<file path="config.mk">
export PLATFORM = sky130hd
export DESIGN_NAME = lfsr_gen
export DESIGN_NICKNAME = d
export VERILOG_FILES = /design/src/rtl/lfsr_gen.sv
export SDC_FILE = /design/constraint.sdc
export NUM_CORES = 1
export LEC_CHECK = 0
export CAP_MARGIN = 20
export CORE_ASPECT_RATIO = 1.1
export CORE_MARGIN = 1
export CORE_UTILIZATION = 46
export DETAILED_ROUTE_END_ITERATION = 10
export GPL_ROUTABILITY_DRIVEN = 0
export PLACE_DENSITY = 0.78
export SLEW_MARGIN = 20
export SYNTH_ARGS = -nofsm -noshare
export SYNTH_HDL_FRONTEND = slang
export SYNTH_SLANG_ARGS = --single-unit
</file>
<file path="constraint.sdc">
create_clock -name CLK -period 2.02 [get_ports CLK]
set_input_delay 0.505 -clock CLK [delete_from_list [all_inputs] [get_ports CLK]]
set_output_delay 0.505 -clock CLK [all_outputs]
set_load 0.02 [all_outputs]
</file>
<file path="src/rtl/lfsr_gen.sv">
// ---------------------------------------------------------------------------
// lfsr_gen
//
// Parametrised linear-feedback shift register generator with run-time
// Fibonacci/Galois selection, synchronous load, all-zero lockup recovery and
// period measurement.
//
// Parameters
//   WIDTH  state width in bits (3..32)
//   TAPS   Fibonacci tap mask; feedback is the XOR of the masked state bits
//   GPOLY  Galois polynomial without the x^WIDTH term (bit 0 must be 1)
//   SEED   reset, lockup-recovery and wrap-reference value (non-zero)
//
// Ports
//   CLK       clock, rising edge
//   RESET     asynchronous active-low reset
//   EN        advance the LFSR one step this cycle
//   LOAD      synchronous load of LOAD_VAL (wins over EN)
//   LOAD_VAL  value written by LOAD
//   GALOIS    0 = Fibonacci step, 1 = Galois step (sampled on every step)
//   O         current LFSR state
//   WRAP      one-cycle pulse when the state has just returned to SEED
//   LOCKUP    one-cycle pulse when recovery from the all-zero state occurred
//   COUNT     steps since the last load, wrap or lockup
//   PERIOD    last measured period, latched together with WRAP
//
// All outputs come straight from registers; there is no combinational path
// from any input to any output.
// ---------------------------------------------------------------------------
module lfsr_gen #(
   parameter int unsigned WIDTH = 8,
   parameter logic [31:0] TAPS  = 32'h0000_00B8,
   parameter logic [31:0] GPOLY = 32'h0000_001D,
   parameter logic [31:0] SEED  = 32'h0000_0001
) (
   input  logic             CLK,
   input  logic             RESET,
   input  logic             EN,
   input  logic             LOAD,
   input  logic [WIDTH-1:0] LOAD_VAL,
   input  logic             GALOIS,
   output logic [WIDTH-1:0] O,
   output logic             WRAP,
   output logic             LOCKUP,
   output logic [WIDTH-1:0] COUNT,
   output logic [WIDTH-1:0] PERIOD
);

   // Parameters are declared 32 bits wide so the defaults fit any WIDTH;
   // only the low WIDTH bits are meaningful.
   localparam logic [WIDTH-1:0] TAPS_W  = TAPS[WIDTH-1:0];
   localparam logic [WIDTH-1:0] GPOLY_W = GPOLY[WIDTH-1:0];
   localparam logic [WIDTH-1:0] SEED_W  = SEED[WIDTH-1:0];
   localparam logic [WIDTH-1:0] ZERO_W  = {WIDTH{1'b0}};
   localparam logic [WIDTH-1:0] ONE_W   = {{(WIDTH-1){1'b0}}, 1'b1};

   // Even-parity helper: XOR reduction of a WIDTH-bit vector.
   function automatic logic parity_of(input logic [WIDTH-1:0] vec);
      logic acc;
      acc = 1'b0;
      for (int i = 0; i < int'(WIDTH); i++) begin
         acc = acc ^ vec[i];
      end
      return acc;
   endfunction

   // Fibonacci step: shift left, newest bit enters at bit 0.
   function automatic logic [WIDTH-1:0] fib_step(input logic [WIDTH-1:0] cur);
      return {cur[WIDTH-2:0], parity_of(cur & TAPS_W)};
   endfunction

   // Galois step: shift left, fold the polynomial in when the MSB falls out.
   function automatic logic [WIDTH-1:0] gal_step(input logic [WIDTH-1:0] cur);
      return {cur[WIDTH-2:0], 1'b0} ^ ({WIDTH{cur[WIDTH-1]}} & GPOLY_W);
   endfunction

   logic [WIDTH-1:0] state_r;
   logic [WIDTH-1:0] count_r;
   logic [WIDTH-1:0] period_r;
   logic             wrap_r;
   logic             lockup_r;

   logic [WIDTH-1:0] step_s;
   logic [WIDTH-1:0] state_nxt_s;
   logic [WIDTH-1:0] count_nxt_s;
   logic [WIDTH-1:0] period_nxt_s;
   logic             wrap_nxt_s;
   logic             lockup_nxt_s;

   // Candidate next state for a normal step under the currently selected mode.
   always_comb begin
      step_s = state_r;
      if (GALOIS) begin
         step_s = gal_step(state_r);
      end else begin
         step_s = fib_step(state_r);
      end
   end

   // Next-state selection: LOAD, then step, then hold.
   always_comb begin
      state_nxt_s  = state_r;
      count_nxt_s  = count_r;
      period_nxt_s = period_r;
      wrap_nxt_s   = 1'b0;
      lockup_nxt_s = 1'b0;
      if (LOAD) begin
         state_nxt_s = LOAD_VAL;
         count_nxt_s = ZERO_W;
      end else if (EN) begin
         if (state_r == ZERO_W) begin
            // All-zero is a fixed point of both rules; recover to SEED.
            state_nxt_s  = SEED_W;
            count_nxt_s  = ZERO_W;
            lockup_nxt_s = 1'b1;
         end else if (step_s == SEED_W) begin
            // Returned to the reference value: this step closes one period.
            state_nxt_s  = step_s;
            count_nxt_s  = ZERO_W;
            period_nxt_s = count_r + ONE_W;
            wrap_nxt_s   = 1'b1;
         end else begin
            state_nxt_s = step_s;
            count_nxt_s = count_r + ONE_W;
         end
      end else begin
         state_nxt_s = state_r;
         count_nxt_s = count_r;
      end
   end

   // State, counters and pulse registers.
   always_ff @(posedge CLK or negedge RESET) begin
      if (!RESET) begin
         state_r  <= SEED_W;
         count_r  <= ZERO_W;
         period_r <= ZERO_W;
         wrap_r   <= 1'b0;
         lockup_r <= 1'b0;
      end else begin
         state_r  <= state_nxt_s;
         count_r  <= count_nxt_s;
         period_r <= period_nxt_s;
         wrap_r   <= wrap_nxt_s;
         lockup_r <= lockup_nxt_s;
      end
   end

   assign O      = state_r;
   assign COUNT  = count_r;
   assign PERIOD = period_r;
   assign WRAP   = wrap_r;
   assign LOCKUP = lockup_r;

endmodule
</file>
# Word level (Yosys, flattened, before mapping)
# Cells that the tools add are included.
dict set report op_classes {
  add_sub_neg 1
  n_eq_ne 1
  mux 15
  n_bitwise 6
  reduce_logical 3
}
# cell count
set op_table {}
lappend op_table {{two-way mux 8 bit} 8}
lappend op_table {{adder 8 x 1 -> 8 bit, second input constant} 1}
lappend op_table {{== test 8 x 1 -> 1 bit, second input constant} 1}
lappend op_table {{zero test 8 bit} 1}
lappend op_table {{XOR 8 x 5 -> 8 bit} 1}
lappend op_table {{two-way mux 1 bit} 7}
lappend op_table {{AND reduction 4 bit} 1}
lappend op_table {{XOR 1 bit} 3}
lappend op_table {{inverter 1 bit} 2}
lappend op_table {{nonzero test 2 bit} 1}
dict set report word_totals {
  reg_bits 26
  input_bits 13
  output_inout_bits 26
  word_cells 31
}

# Depth between registers and ports, before layout
dict set report depth {
  ltp_word 9
  mapped_depth 7
  ltp_nobuf 5
}

# Worst setup path after synthesis
# Ideal clock, no wire load.
dict set report synth_timing {
  path_type {flip-flop to flip-flop}
  from {reg state_r[7] (netlist: O[7])}
  to {reg count_r[1] (netlist: COUNT[1])}
  setup_time_ns 0.121
  t_arrival_ns 1.516
  t_required_ns 1.899
  setup_slack_ns 0.383
  path_stages_with_launch 6
  n_path_buf 1
  period_less_slack_ns 1.637
  path_cell_list {dfrtp_1 nor4_1 or2_0 o22ai_2 buf_4 a22o_1}
}
dict set report synth_between {
  elab_chain_len 7
  word_cells_on_any_way 9
  cone_classes {eq/ne (1); mux (5); bitwise (2); reduce/logical (1)}
}
# item line_no
set synth_lines {}
lappend synth_lines {{from (decl)} 77} ;# logic [WIDTH-1:0] state_r;
lappend synth_lines {{from (signal assigned)} 141} ;# state_r <= state_nxt_s;
lappend synth_lines {{XOR 1 bit or XOR 8 x 5 -> 8 bit (tied branches)} {62, 74}}
lappend synth_lines {{two-way mux 8 bit} 93} ;# if (GALOIS) begin
lappend synth_lines {{== test 8 x 1 -> 1 bit} 116} ;# end else if (step_s == SEED_W) begin
lappend synth_lines {{two-way mux 8 bit} 116}
lappend synth_lines {{two-way mux 8 bit *} 111} ;# if (state_r == ZERO_W) begin
lappend synth_lines {{two-way mux 8 bit *} 110} ;# end else if (EN) begin
lappend synth_lines {{two-way mux 8 bit *} 107} ;# if (LOAD) begin
lappend synth_lines {{to (signal assigned)} 142} ;# count_r <= count_nxt_s;
lappend synth_lines {{to (decl)} 78} ;# logic [WIDTH-1:0] count_r;
# Mark *: on every way between the ends. The rest lies on a longest branch, timed or not. The select of a mux whose other input is x is not followed.
# A chain may end at the register's enable or synchronous reset.

# Worst setup path after layout
dict set report layout_timing {
  from {reg state_r[7] (netlist: O[7])}
  to {out O[7]}
}
# item line_no
set layout_rtl {}
lappend layout_rtl {{to (decl)} 42} ;# output logic [WIDTH-1:0] O,
# No word-level cell between the ends.

==> flow_metrics.tcl <==
set metrics [dict create \
    status "finished clean" \
    grt.met1_usage_pct 25.52 \
    grt_pass1_wl_mm 4.491 \
    ir_drop_mv 0.7858 \
    viasPerCell 5.441 \
    overflow 0 \
    grt_usage_pct 19.90 \
    die-area_sq_um 3063 \
    rows 19 \
    busiest_layer "met2" \
    synth_seq_cells 26 \
    netlist_area_sq_um 1309 \
    antenna_cells 0 \
    fin_util_pct 68.81 \
    hpwl_mm 2.082 \
    min_path_type "reg -> reg" \
    drt-total-wl_mm 2.713 \
    cts_setup_buffers 0 \
    synth_fp_nets 145 \
    min_period_ns 1.949 \
    avgSynthCellArea_sq_um 9.990 \
    fmax_ghz 0.5132 \
    slowest_delay_ns 0.65 \
    max-slew-margin-rel_pct 66.51 \
    critPathRequiredTime_ns 1.51 \
    drive_gt1_share_pct 13.87 \
    nets 188 \
    worst_pin_slew_ns 0.5023 \
    worstPathArrival_ns 1.44 \
    wl_per_cell_um 13.30 \
    drt_iter0_drc 13 \
    drc 0 \
    dr.pass1.iters 4 \
    synth_edf_count 0 \
    postSynthCellCount 131 \
    hold_viol 0 \
    dp_cells 200 \
    vias 1110 \
    powerDensity_nw_per_um2 822.9 \
    ys_async_sr_fraction_pct 100.0 \
    preCtsSetupSlack_ns -0.1229 \
    clk_pin_slew_worst_paths_ns 0.13 \
    cts_tree "done" \
    rsz0062_at_grt "no" \
    synth_cell_type_count 34 \
    grt_pass1_vias 1038 \
    ys_seq_area_share_pct 49.81 \
    yosys_warnings 0 \
    syn2layout_area_growth_pct 36.23 \
    antenna_left 0 \
    boundaryPins 39 \
    core_area_sq_um 2591 \
    setup.worst_path.class "reg -> out" \
    grt_max_degree 27 \
    path_buf_inv 1 \
    grt_antenna_before_repair 0 \
    port_buffers 38 \
    cts_root_buf "clkbuf_4" \
    slew_viol_final 0 \
    fin_crit_sh_pct 96.47 \
    stdcell_count 204 \
    path_cells "clkdlybuf4s50_1" \
    grt_use_met2_pct 34.18 \
    grtUsageMet3_pct 2.625 \
    clock_path_buffers 2 \
    setup_ws_ns 0.07131 \
    ys.flop_type "dfrtp_1" \
    crit_path_top_delay_cell "clkdlybuf4s50_1" \
    htreeDepth 1 \
    finalSetupViolCount 0 \
    cp_max_fo 6 \
    die_height_um 57.95 \
    crit_family "buffers and inverters" \
    cts_buffers 3 \
    insertion_delay_ns 0.31 \
    endpoint_kind "output port" \
    hold_slack_ns 0.4957 \
    die_w_um 52.86 \
    fin_skew_ns 0.002083 \
    maxCapViolCount 0 \
    cts.sinks 26 \
    initial_core_util_pct 50.51 \
    startpoint_type "flip-flop" \
    tns_ns 0 \
    p_leak_nw 0.7523 \
]
[cell families after synthesis]
family	share of synthesized area, %
flops	49.81
xor+xnor	8.413
simple gates	16.35
buf+inv	2.772
mux	4.780
fa+ha+maj	0.9559
compound gates	16.92
[state kept, by name (all words and copies together), names as in the netlist]
name and cells:
COUNT 8, LOCKUP 1, O 8, PERIOD 8, WRAP 1
[area by class of cell]
cell class / instances / area (sq um)
sequential: 26 / 655.6
tap: 31 / 38.79
clock buffer: 4 / 36.28
timing repair buffer: 45 / 431.7
fill: 203 / 808.3
multi-input combinational: 98 / 620.6
[where the power goes]
part / internal [mW] / switching (mW) / total [mW] / leakage (nW)
registers: 0.599 / 0.116 / 0.715 / 0.338
clock network: 0.110 / 0.143 / 0.253 / 0.0210
logic: 0.259 / 0.240 / 0.499 / 0.394
[what timing repair did]
item | in CTS | in global routing
setup endpoints to repair | 1 | 3
gates resized for setup | 1 | 3
hold buffers | 0 | 0
[routing by layer]
metal	share of wire (%)	up-vias
li1	-	547
met1	41	519
met2	52	42
met3	6.5	2
met4	0.44	0
met5	0	-
[synth_stat cells (4+ instances only)]
master / instances / share of area [%]
a21oi_1: 5 / 1.9
a31oi_1: 5 / 2.4
dfrtp_1: 25 / 48
mux2i_1: 4 / 3.1
nand2_1: 22 / 6.3
nand3_1: 6 / 2.3
nor2_1: 7 / 2.0
o21ai_0: 18 / 6.9
xnor2_1: 6 / 4.0
xor2_1: 4 / 2.7
[stage by stage]
stage                     total power, mW  instance area [sq um]
after floorplan                    0.9866                   1309
after global placement              1.209                   1744
after CTS                           1.476                   1779
after detailed placement            1.225                   1744
after global routing                1.555                   1783
final                               1.467                   1783
[placed cells by master (no fill, tap or decap)]
| master | instances |
|---|---|
| a2111o_1 | 1 |
| a21o_1 | 1 |
| a21oi_1 | 5 |
| a22o_1 | 2 |
| a311oi_1 | 1 |
| a31oi_1 | 5 |
| a41oi_1 | 1 |
| and3_1 | 1 |
| and4b_2 | 1 |
| buf_4 | 7 |
| clkbuf_4 | 3 |
| clkbuf_8 | 1 |
| clkdlybuf4s50_1 | 37 |
| dfrtp_1 | 22 |
| dfrtp_2 | 3 |
| dfstp_2 | 1 |
| dlygate4sd2_1 | 1 |
| ha_1 | 1 |
| mux2_2 | 2 |
| mux2i_1 | 4 |
| nand2_1 | 22 |
| nand2b_1 | 1 |
| nand2b_4 | 1 |
| nand3_1 | 6 |
| nor2_1 | 7 |
| nor2_2 | 1 |
| nor4_1 | 1 |
| nor4_2 | 1 |
| o21ai_0 | 18 |
| o21ai_2 | 1 |
| o22ai_2 | 1 |
| or2_0 | 1 |
| or2_2 | 1 |
| xnor2_1 | 6 |
| xnor3_1 | 1 |
| xor2_1 | 4 |
[final timing paths]
check	start	cells after the start	endpoint	slack (ns)
min reg2reg	PERIOD[3]	2	PERIOD[3]	0.50
max	O[7]	1	O[7]	0.07
max in group asynchronous	RESET	2	O[0]	1.19
max reg2reg	O[7]	5	COUNT[3]	0.29
min	PERIOD[3]	2	PERIOD[3]	0.50
min in group asynchronous	RESET	2	PERIOD[3]	0.54
(Power assumes the default switching activity.)
